## src/rtl/student_apb_guard_pkg.sv

```systemverilog
// rtl/student_apb_guard_pkg.sv - FSM state encoding and default timeout for student_apb_guard
package student_apb_guard_pkg;

  typedef logic [2:0] state_t;

  localparam state_t StIdle   = 3'd0;
  localparam state_t StSetup  = 3'd1;
  localparam state_t StAccess = 3'd2;
  localparam state_t StResp   = 3'd3;
  localparam state_t StFenced = 3'd4;

  localparam int unsigned DefaultTimeoutCycles = 256;

endpackage

```

## src/rtl/student_apb_guard_timer.sv

```systemverilog
// rtl/student_apb_guard_timer.sv - ACCESS-phase wait counter; hit flags the last permitted wait cycle
module student_apb_guard_timer #(
  parameter int unsigned Limit = 256
) (
  input  logic clk_i,
  input  logic rst_ni,
  input  logic clear,
  input  logic enable,
  output logic hit
);

  logic [15:0] count;

  always_ff @(posedge clk_i or negedge rst_ni) begin
    if (!rst_ni) begin
      count <= '0;
    end else if (clear) begin
      count <= '0;
    end else if (enable) begin
      count <= count + 16'd1;
    end
  end

  assign hit = (count == 16'(Limit - 1));

endmodule

```

## src/rtl/student_apb_guard.sv

```systemverilog
// rtl/student_apb_guard.sv - APB bridge isolating a student peripheral; STUDENT_APB_GUARD_TIMEOUT_EN adds the timeout fence
module student_apb_guard
  import student_apb_guard_pkg::*;
#(
  parameter int unsigned ApbAddrWidth  = 12,
  parameter int unsigned ApbDataWidth  = 32,
  parameter int unsigned TimeoutCycles = DefaultTimeoutCycles
) (
  input  logic                    clk_i,
  input  logic                    rst_ni,
  input  logic                    s_psel_i,
  input  logic                    s_penable_i,
  input  logic [ApbAddrWidth-1:0] s_paddr_i,
  input  logic [ApbDataWidth-1:0] s_pwdata_i,
  output logic                    s_pready_o,
  output logic                    s_pslverr_o,
  output logic [ApbDataWidth-1:0] s_prdata_o,
  output logic                    m_psel_o,
  output logic                    m_penable_o,
  output logic [ApbAddrWidth-1:0] m_paddr_o,
  output logic [ApbDataWidth-1:0] m_pwdata_o,
  input  logic                    m_pready_i,
  input  logic                    m_pslverr_i,
  input  logic [ApbDataWidth-1:0] m_prdata_i,
  input  logic                    irq_i,
  output logic                    irq_o,
  output logic                    timeout_o
);

  state_t                  state;
  logic [ApbAddrWidth-1:0] addr_q;
  logic [ApbDataWidth-1:0] wdata_q;
  logic [ApbDataWidth-1:0] rdata_q;
  logic                    err_q;
  logic                    fence_resp;
  logic                    irq_q;
  logic                    timeout_q;
  logic                    limit_hit;
  logic                    host_setup;

  assign host_setup = s_psel_i && !s_penable_i;

`ifdef STUDENT_APB_GUARD_TIMEOUT_EN
  student_apb_guard_timer #(
    .Limit (TimeoutCycles)
  ) u_timer (
    .clk_i  (clk_i),
    .rst_ni (rst_ni),
    .clear  (state == StSetup),
    .enable ((state == StAccess) && !m_pready_i),
    .hit    (limit_hit)
  );

  always_ff @(posedge clk_i or negedge rst_ni) begin
    if (!rst_ni) begin
      timeout_q <= 1'b0;
    end else if ((state == StAccess) && !m_pready_i && limit_hit) begin
      timeout_q <= 1'b1;
    end
  end
`else
  logic unused_cfg;
  assign unused_cfg = ^TimeoutCycles;
  assign limit_hit  = 1'b0;
  assign timeout_q  = 1'b0;
`endif

  always_ff @(posedge clk_i or negedge rst_ni) begin
    if (!rst_ni) begin
      state      <= StIdle;
      addr_q     <= '0;
      wdata_q    <= '0;
      rdata_q    <= '0;
      err_q      <= 1'b0;
      fence_resp <= 1'b0;
      irq_q      <= 1'b0;
    end else begin
      fence_resp <= 1'b0;
      irq_q      <= irq_i;
      case (state)
        StIdle: begin
          if (host_setup) begin
            addr_q  <= s_paddr_i;
            wdata_q <= s_pwdata_i;
            state   <= StSetup;
          end
        end
        StSetup: state <= StAccess;
        StAccess: begin
          // A ready student wins over a coincident timeout
          if (m_pready_i) begin
            rdata_q <= m_prdata_i;
            err_q   <= m_pslverr_i;
            state   <= StResp;
          end else if (limit_hit) begin
            fence_resp <= 1'b1;
            state      <= StFenced;
          end
        end
        StResp: state <= StIdle;
        StFenced: fence_resp <= host_setup;
        default: state <= StIdle;
      endcase
    end
  end

  assign m_psel_o    = (state == StSetup) || (state == StAccess);
  assign m_penable_o = (state == StAccess);
  assign m_paddr_o   = m_psel_o ? addr_q : '0;
  assign m_pwdata_o  = m_psel_o ? wdata_q : '0;
  assign s_pready_o  = (state == StResp) || fence_resp;
  assign s_pslverr_o = ((state == StResp) && err_q) || fence_resp;
  assign s_prdata_o  = (state == StResp) ? rdata_q : '0;
  assign timeout_o   = timeout_q;
  assign irq_o       = irq_q && !timeout_q;

endmodule

```

## config.mk

```make
export PLATFORM = sky130hd
export DESIGN_NAME = student_apb_guard
export DESIGN_NICKNAME = d
export VERILOG_FILES = /design/src/rtl/student_apb_guard_pkg.sv /design/src/rtl/student_apb_guard_timer.sv /design/src/rtl/student_apb_guard.sv
export SDC_FILE = /design/constraint.sdc
export NUM_CORES = 1
export LEC_CHECK = 0
export CAP_MARGIN = 30
export CORE_MARGIN = 4
export CORE_UTILIZATION = 30
export CTS_CLUSTER_SIZE = 14
export DETAILED_ROUTE_END_ITERATION = 16
export GPL_TIMING_DRIVEN = 0
export HOLD_SLACK_MARGIN = 0.15
export PLACE_DENSITY = 0.68
export SLEW_MARGIN = 20
export SYNTH_ARGS = -nofsm -noshare
export SYNTH_HDL_FRONTEND = slang
export SYNTH_SLANG_ARGS = --single-unit
```

## constraint.sdc

```tcl
create_clock -name clk_i -period 2.79 [get_ports clk_i]
set_input_delay 0.558 -clock clk_i [delete_from_list [all_inputs] [get_ports clk_i]]
set_output_delay 0.558 -clock clk_i [all_outputs]
set_load 0.05 [all_outputs]
```

==> flow_summary.ini <==
[synthesis]
syn_area_per_cell_sq_um = 14.1
synth-edff-count = 0
synth_area_leader_cell = dfrtp_1
yosysUniqueCellTypes = 17
async_reset_ff_frac = 1.00
ys_seq_area_frac = 0.539
synth_area_leaders = dfrtp_1 54%, mux2_4 16%, and2_1 13%
ys_ff_latch = 80
synth_nets = 350
yosys_warnings = 0
yosysTopAreaCellShare = 0.539
syn_area_sq_um = 3720
ys.flop_type = dfrtp_1
synth_cells = 263

[drt]
drt_iter0_drc = 40
first_pass_iters = 4
viasPerCell = 4.19
drc = 0
wirelength_um = 9210
postRouteAntennaNets = 0
via_count = 2562
routedWlPerCell_um = 15.1

[global_route]
top_usage_layer = met2
overflow = 0
grtUsageMet1 = 0.167
met2_usage = 0.211
grtUsageTotal = 0.131
grt_pass1_wl_um = 15000
grt_antenna_before_repair = 0
grt_pass1_vias = 2859
grt_max_degree = 43
use_met3 = 0.0489

[place]
place_ws_ns = -0.100
portBuffers = 163
place.gp.congestion = 0.710
hpwl_um = 6920

[critical_path]
worstPathArrival_ns = 2.08
reg2reg_slack_ns = 1.12
r2r-end = rdata_q[29]
cp-end-kind = primary output
cp_max_fo = 7
ff2ff_path_depth = 5
timing.rr.start = state[0]
critical_path_required_ns = 2.23
critical_path_class = reg -> out
startpoint_type = flip-flop

[floorplan]
num_io_pins = 165
dieArea_sq_um = 14200
coreArea_sq_um = 12100
fp.dieH_um = 119
start_util = 0.308
rows = 40
die_w_um = 119

[finish]
mostFrequentLayoutCells = 87 x clkdlybuf4s50_1, 80 x dfrtp_1, 77 x and2_1
n_antenna_cell = 0
synthToLayoutAreaGrowth_pct = 57.4
layout_commonest_cell = clkdlybuf4s50_1
drive_gt1_frac = 0.357
nNetsFinal = 525
utilization = 0.485

[clock_tree]
clock_latency_ns = 0.33
clk_path_buf_depth = 2
clk_pin_slew_ns = 0.06
postCtsSetupBuffers = 0
root_buffer = clkbuf_16
cts_made_buffers = 9
postCtsHoldBufs = 0
cts_tree = built
htreeDepth = 3
numClockSinks = 80

[timing]
period_minus_slack_ns = 2.64
clock_skew_ns = 0.00427
hold_viol = 0
slew_headroom = 0.629
setup_tns_ns = 0
rsz0062_at_grt = no
drv_slew = 0
period_share = 0.945
setup_viol = 0
max_freq_ghz = 0.379
tightest_slew_ns = 0.556
finalWorstSetupSlack_ns = 0.155

[flow_run]
cap_violations = 0

[run_status]
status = complete, no violations

[hold_path]
hp-class = in -> async
==> how the worst max path moves through the flow <==
stage,from,to,slack [ns]
2_1_floorplan,state[1],m_paddr_o[10],0.46
3_3_place_gp,rst_ni,addr_q[3],-1.75
5_1_grt,state[1],s_prdata_o[28],0.002
3_5_place_dp,state[0],m_pwdata_o[16],-0.10
6_report,state[1],s_prdata_o[2],0.15
4_1_cts,state[1],s_prdata_o[5],0.001
==> critical path: stages, from the launching register on <==
cell and delay, ns:
dfrtp_1 0.41, ha_1 0.35, and2_1 0.18, clkdlybuf4s50_1 0.81
==> cell usage after synthesis (all sizes together), types with 2 or more instances <==
master and number:
dfrtp 80, clkbuf 7, and2 77, buf 8
mux2 78, ha 4, inv 2
==> metrics by stage <==
step	instances	hold WS [ns]	area (sq um)
finish	611	0.219	5850
global route	611	0.263	5850
CTS	611	0.236	5860
detailed placement	595	0.485	5580
global placement	594	0.478	5560
floorplan	263	0.262	3720
==> flip-flops by register name, summed over array words and instances, names as in the netlist <==
name / cells
wdata_q: 32
irq_o: 1
addr_q: 12
rdata_q: 32
err_q: 1
state: 2
==> cell families (layout without fill, tap and decap cells) <==
kind of cell	Yosys count	after routing	share of synthesized area
compound gates	2	2	0.00370
fa+ha+maj	4	4	0.0135
buf+inv	17	197	0.0273
flops	80	80	0.539
mux	78	78	0.277
other cells	1	1	0.00101
simple gates	81	81	0.139
==> metal layers <==
metal	part of all wire	wire length [um]
met2	0.48	4410
met1	0.44	4030
met5	0	0
met3	0.075	688
met4	0.0085	78
==> timing repair <==
| action | CTS | global route |
|---|---|---|
| pin swaps | 0 | 0 |
| resized for setup | 158 | 26 |
| setup endpoints to repair | 74 | 42 |
==> cell type report <==
cell class | instances | area [sq um]
fill | 1096 | 6210
sequential | 80 | 2000
timing repair buffer | 164 | 1640
multi-input combinational | 166 | 1620
clock buffer | 10 | 239
tap | 168 | 210
buffer | 15 | 100
clock inverter | 6 | 35.0
inverter | 2 | 7.51
Power is left out: the tool's default activity adds up to more than one toggle a clock period on the data nets, which glitch-free logic cannot reach.
